<file path="src/rtl/uart_rx_ctrl.sv">
// Receive-side controller for the 8-bit UART receiver: 16x oversample tick
// generation, ready/ready_clr servicing, byte FIFO and sticky overflow flag.
module uart_rx_ctrl #(
    parameter int DIV_WIDTH   = 16,
    parameter int DEFAULT_DIV = 27,
    parameter int FIFO_DEPTH  = 4
) (
    input  logic                               clk,
    input  logic                               reset_n,
    input  logic                               enable,
    input  logic [DIV_WIDTH-1:0]               cfg_div,
    input  logic                               cfg_load,
    input  logic                               rx_ready,
    input  logic [7:0]                         rx_data,
    output logic                               rx_en,
    output logic                               ready_clr,
    output logic                               m_valid,
    output logic [7:0]                         m_data,
    input  logic                               m_ready,
    output logic [$clog2(FIFO_DEPTH+1)-1:0]    fifo_count,
    output logic                               overflow,
    input  logic                               clr_overflow,
    output logic [1:0]                         dbg_state
);
    localparam int PW = $clog2(FIFO_DEPTH);
    localparam int CW = $clog2(FIFO_DEPTH + 1);
    localparam logic [CW-1:0] DEPTH_C = CW'(FIFO_DEPTH);

    typedef enum logic [1:0] {
        ST_IDLE = 2'd0,
        ST_ACK  = 2'd1,
        ST_WAIT = 2'd2
    } state_t;

    logic [DIV_WIDTH-1:0] div_q, div_d, cnt_q, cnt_d, div_eff;
    logic                 rx_en_q, rx_en_d;
    state_t               state_q, state_d;
    logic                 ready_clr_q, ready_clr_d;
    logic [PW-1:0]        wr_ptr_q, wr_ptr_d, rd_ptr_q, rd_ptr_d;
    logic [CW-1:0]        count_q, count_d;
    logic                 ovf_q, ovf_d;
    logic [7:0]           mem_q [FIFO_DEPTH];
    logic                 capture, push, pop, drop;

    // A divisor of zero would never wrap; treat it as one (tick every cycle).
    assign div_eff = (div_q == '0) ? DIV_WIDTH'(1) : div_q;

    always_comb begin
        div_d   = div_q;
        cnt_d   = cnt_q;
        rx_en_d = 1'b0;
        if (cfg_load) begin
            div_d = cfg_div;
            cnt_d = '0;
        end else if (enable) begin
            if (cnt_q == div_eff - DIV_WIDTH'(1)) begin
                cnt_d   = '0;
                rx_en_d = 1'b1;
            end else begin
                cnt_d = cnt_q + DIV_WIDTH'(1);
            end
        end else begin
            cnt_d = '0;
        end
    end

    // Downstream stream: a byte transfers on a rising edge where m_valid and
    // m_ready are both high; m_valid/m_data depend only on FIFO state.
    assign capture = (state_q == ST_IDLE) && rx_ready;
    assign pop     = m_valid && m_ready;
    assign push    = capture && ((count_q != DEPTH_C) || pop);
    assign drop    = capture && !push;

    always_comb begin
        state_d     = state_q;
        ready_clr_d = 1'b0;
        case (state_q)
            ST_IDLE: begin
                if (rx_ready) begin
                    state_d     = ST_ACK;
                    ready_clr_d = 1'b1;
                end
            end
            ST_ACK:  state_d = ST_WAIT;
            // Guard cycle so a rx_ready not yet cleared is not taken twice.
            ST_WAIT: state_d = ST_IDLE;
            default: state_d = ST_IDLE;
        endcase
    end

    always_comb begin
        wr_ptr_d = wr_ptr_q;
        rd_ptr_d = rd_ptr_q;
        count_d  = count_q;
        ovf_d    = ovf_q;
        if (push) wr_ptr_d = wr_ptr_q + PW'(1);
        if (pop)  rd_ptr_d = rd_ptr_q + PW'(1);
        if (push && !pop)      count_d = count_q + CW'(1);
        else if (pop && !push) count_d = count_q - CW'(1);
        if (clr_overflow) ovf_d = 1'b0;
        if (drop)         ovf_d = 1'b1;
    end

    always_ff @(posedge clk or negedge reset_n) begin
        if (!reset_n) begin
            div_q       <= DIV_WIDTH'(DEFAULT_DIV);
            cnt_q       <= '0;
            rx_en_q     <= 1'b0;
            state_q     <= ST_IDLE;
            ready_clr_q <= 1'b0;
            wr_ptr_q    <= '0;
            rd_ptr_q    <= '0;
            count_q     <= '0;
            ovf_q       <= 1'b0;
        end else begin
            div_q       <= div_d;
            cnt_q       <= cnt_d;
            rx_en_q     <= rx_en_d;
            state_q     <= state_d;
            ready_clr_q <= ready_clr_d;
            wr_ptr_q    <= wr_ptr_d;
            rd_ptr_q    <= rd_ptr_d;
            count_q     <= count_d;
            ovf_q       <= ovf_d;
        end
    end

    always_ff @(posedge clk) begin
        if (push) mem_q[wr_ptr_q] <= rx_data;
    end

    assign rx_en      = rx_en_q;
    assign ready_clr  = ready_clr_q;
    assign m_valid    = (count_q != '0);
    assign m_data     = mem_q[rd_ptr_q];
    assign fifo_count = count_q;
    assign overflow   = ovf_q;
    assign dbg_state  = state_q;
endmodule

</file>
<file path="config.mk">
export PLATFORM = sky130hd
export DESIGN_NAME = uart_rx_ctrl
export DESIGN_NICKNAME = d
export VERILOG_FILES = /design/src/rtl/uart_rx_ctrl.sv
export SDC_FILE = /design/constraint.sdc
export NUM_CORES = 1
export LEC_CHECK = 0
export BUFFER_PORTS_ARGS = -buffer_cell sky130_fd_sc_hd__clkbuf_2
export CORE_MARGIN = 2
export CORE_UTILIZATION = 61
export CTS_CLUSTER_SIZE = 8
export DETAILED_ROUTE_END_ITERATION = 8
export PLACE_DENSITY = 0.84
export SYNTH_ARGS = -nofsm -noshare
export SYNTH_HDL_FRONTEND = slang
export SYNTH_SLANG_ARGS = --single-unit
export TNS_END_PERCENT = 100
</file>
<file path="constraint.sdc">
create_clock -name clk -period 8.6 [get_ports clk]
set_clock_uncertainty 0.1 [all_clocks]
set_input_delay 2.15 -clock clk [delete_from_list [all_inputs] [get_ports clk]]
set_output_delay 2.15 -clock clk [all_outputs]
set_load 0.01 [all_outputs]
</file>
==> metrics.md <==
| Metric | Value |
|---|---|
| Synth warn | 0 |
| Synth Area per Inst | between 10 and 15 um2 |
| Leak pwr | approximately 1.6 nW |
| Required @ worst endpoint | around 8.7 ns |
| Setup-failing EPs final | 0 |
| DRT Wirelength | about 7000 um |
| Hold Crit Endpoint | dbg_state[1] |
| Vias in the first global route | 2400 |
| Internal power | between 600 and 700 uW |
| Min-delay src | dbg_state[1] |
| Yosys reg bits | 76 |
| Period utilization | about half |
| CTS Sinks | 76 |
| Detailed placement HPWL | slightly above 5000 um |
| Post-Place Cell Area | approximately 4000 um2 |
| Vias | roughly 2400 |
| Switching part of the total | 29.94% |
| Pwr Total | 967.8 uW |
| CP Capture Type | register |
| Filler cells | about 400 |
| Worst-Margin Slew | approximately 0.6 ns |
| IO Pins | between 40 and 50 |
| Reg area | ~2100 um2 |
| Final ANT Viol Nets | 0 |
| Worst-Skew Late Latency | between 0.3 and 0.4 ns |
| CP arrival | roughly 4.5 ns |
| Layout Nets | 368 |
| CTS clk-pin slew, worst paths | approximately 0.080 ns |
| H-Tree Depth | 3 |
| Antenna diodes | 0 |
| DRC errors left | 0 |
| Cell count after placement | around 400 |
| Hold buffers post-CTS | 0 |
| Outcome | finished clean |
| Setup WS post-layout | between 4 and 5 ns |
| Max IR drop VDD | around 140 uV |
| Postcts setup bufs | 0 |
| Rel. slew slack | 59.05% |
| Sequential area share after synthesis | roughly 56% |
| RSZ-0062 raised after global routing | false |
| Congestion Overflow GR | 0 |
| Seq pwr share | about half |
| Total GRT Usage | a little under a quarter |
| Drt wl/cell | roughly 17 um |
| Critical Path Start Type | register |
| Fin. max-slew vios | 0 |
| Fin area | slightly above 4000 um2 |
| Pre-CTS setup slack | between 4 and 5 ns |
| Fin. Hold Viols | 0 |
| RR Endpoint | cnt_q[15] |
| Initial core utilization | between 60% and 70% |
| DIE WIDTH | around 80 um |
| First-pass DRT Iterations | 4 |
| Clock Power Share | a little over a quarter |
| Share of layout cells above drive strength 1 | approximately 28% |
| Die height | ~82 um |
| WS Path Type | reg -> reg |
| Post-CTS Resized | 0 |
| Synth top area share | 27.31% |
| Hold Slack | between 0.3 and 0.4 ns |
| Largest net degree at the start of global routing | between 40 and 50 |
| Hold crit path type | reg -> reg |
| Area contributors post-synth | dfrtp_1 27%, edfxtp_1 26%, mux2_2 4.9% |
| Hold Crit Depth | 1 |
| Comb pwr share | approximately 22% |
| Synth unique cells | 46 |
| Initial antenna violation count | 0 |
| Final Non-Filler Cells | about 410 |
| Pwr Density | around 230 nW/um2 |
| Multi-input logic area | around 1500 um2 |
| Mapped Cells | between 200 and 300 |
| Final core utilization | 70.72% |
| Clk buf depth | 2 |
| Synth Cell Area | roughly 3700 um2 |
| Fmax | about 0.23 GHz |
| CTS tree | yes |
| Setup_tns | 0 ns |
| Num CTS Buffers | 9 |
| R2R depth | 11 |
| CTS root buf | clkbuf_8 |
| Worst R2R Start | div_q[5] |
| Placer's final routability congestion estimate | 0.8514 |
| DIE AREA | between 6000 and 7000 um2 |
| CORE AREA | 5851 um2 |
| R2R Setup Slk | approximately 4.2 ns |
| Mapped Nets | between 300 and 400 |
| First-pass GRT wire length | about 11000 um |
| Area grow syn2layout | 12.91% |
| Net Sw Power | 289.7 uW |
| Num rows | 28 |
| Crit Path Max Fanout | 16 |
| DR iter-0 viols | ~260 |
| Max_cap viols | 0 |
| I/O Buffers | 47 |
| Post-layout minimum cycle time | roughly 4.4 ns |
| Vias per cell | roughly 5.9 |
| Yosys top cell by area | dfrtp_1 |
==> area by class of cell <==
class                   instances  share of cell area [%]
repair buffers                 48                   5.866
inverters                      10                  0.9072
clock inverters                 5                   1.512
clock buffers                  11                   3.175
well taps                      75                   2.268
multi-input cells             184                   36.32
flip-flops and latches         76                   49.95
==> cell families (layout without fill, tap and decap cells) <==
family / after synthesis / count (layout) / synth area share (%)
compound gates: 22 / 22 / 5.121
xor+xnor: 37 / 37 / 8.843
fa+ha+maj: 8 / 8 / 2.936
buf+inv: 23 / 74 / 2.595
flops: 76 / 76 / 56.40
mux: 24 / 24 / 9.833
simple gates: 93 / 93 / 14.27
==> flip-flops by register name (all words and copies together), names as in the netlist <==
name and count:
rx_en 1, dbg_state 2, div_q 16, wr_ptr_q 2, rd_ptr_q 2, ready_clr 1, cnt_q 16, fifo_count 3
overflow 1, mem_q 32
==> synthesized netlist by cell type (all sizes together) <==
library cell  count
nand2             8
or4               7
o31ai             3
xor2             19
nor2             23
edfxtp           32
o21a              2
or3               4
a2111oi           1
nor4bb            1
clkbuf            9
dfstp             4
nand2b            1
nand3b            2
dfrtp            40
mux2             16
nor2b             5
nand4b            2
nor3              9
nand4             5
a21oi             3
a311o             1
and2              5
o31a              1
and3              4
xnor2            18
nor4b             1
mux4              8
nor3b             5
or2               1
o211ai            1
o21ai             6
o311a             2
or3b              1
a22oi             1
o211a             1
nand3             7
inv              10
ha                7
nor4              2
buf               4
fa                1
==> per-layer routing <==
layer,vias up,global-route usage (%),wire length [um]
li1,1118,-,-
met1,1172,30.04,3038
met2,89,37.62,3375
met3,20,4.176,359
met4,0,11.19,182
met5,-,0,0
==> cells in the final DEF (no fill, tap or decap), types with 8 or more instances in the layout <==
cell      Yosys  final
clkbuf_2      0     47
clkbuf_8      0      9
dfrtp_1      40     40
edfxtp_1     32     32
inv_1        10     10
mux2_2       16     16
mux4_2        8      8
nand2_1       8      8
nor2_1       23     23
nor3_1        9      9
xnor2_1      18     18
xor2_1       19     19
==> power by group through the flow <==
stage / clock network, mW / registers (mW) / logic (mW)
final: 0.265 / 0.485 / 0.217
after global routing: 0.283 / 0.495 / 0.242
after CTS: 0.267 / 0.486 / 0.220
after detailed placement: 0 / 0.494 / 0.219
after global placement: 0 / 0.488 / 0.210
after floorplan: 0 / 0.464 / 0.168
==> worst max path at each step <==
stage,start,end,depth (start not counted)
CTS,div_q[4],cnt_q[11],11
detailed placement,div_q[4],cnt_q[4],11
floorplan,rx_ready,fifo_count[2],9
global placement,rx_ready,fifo_count[2],9
global route,div_q[5],cnt_q[8],11
finish,div_q[5],cnt_q[15],11
==> worst max-delay path, cell delays in order (launching register included) <==
cell,delay (ns)
dfrtp_1,0.46
or4_1,0.62
nor3_1,0.50
a21oi_1,0.16
ha_1,0.25
or3b_1,0.34
o31ai_1,0.16
a2111oi_4,0.30
o211ai_1,0.16
or4_4,0.57
o31ai_4,0.53
nor2_1,0.12
No activity file was read; power rests on OpenSTA's default activity.
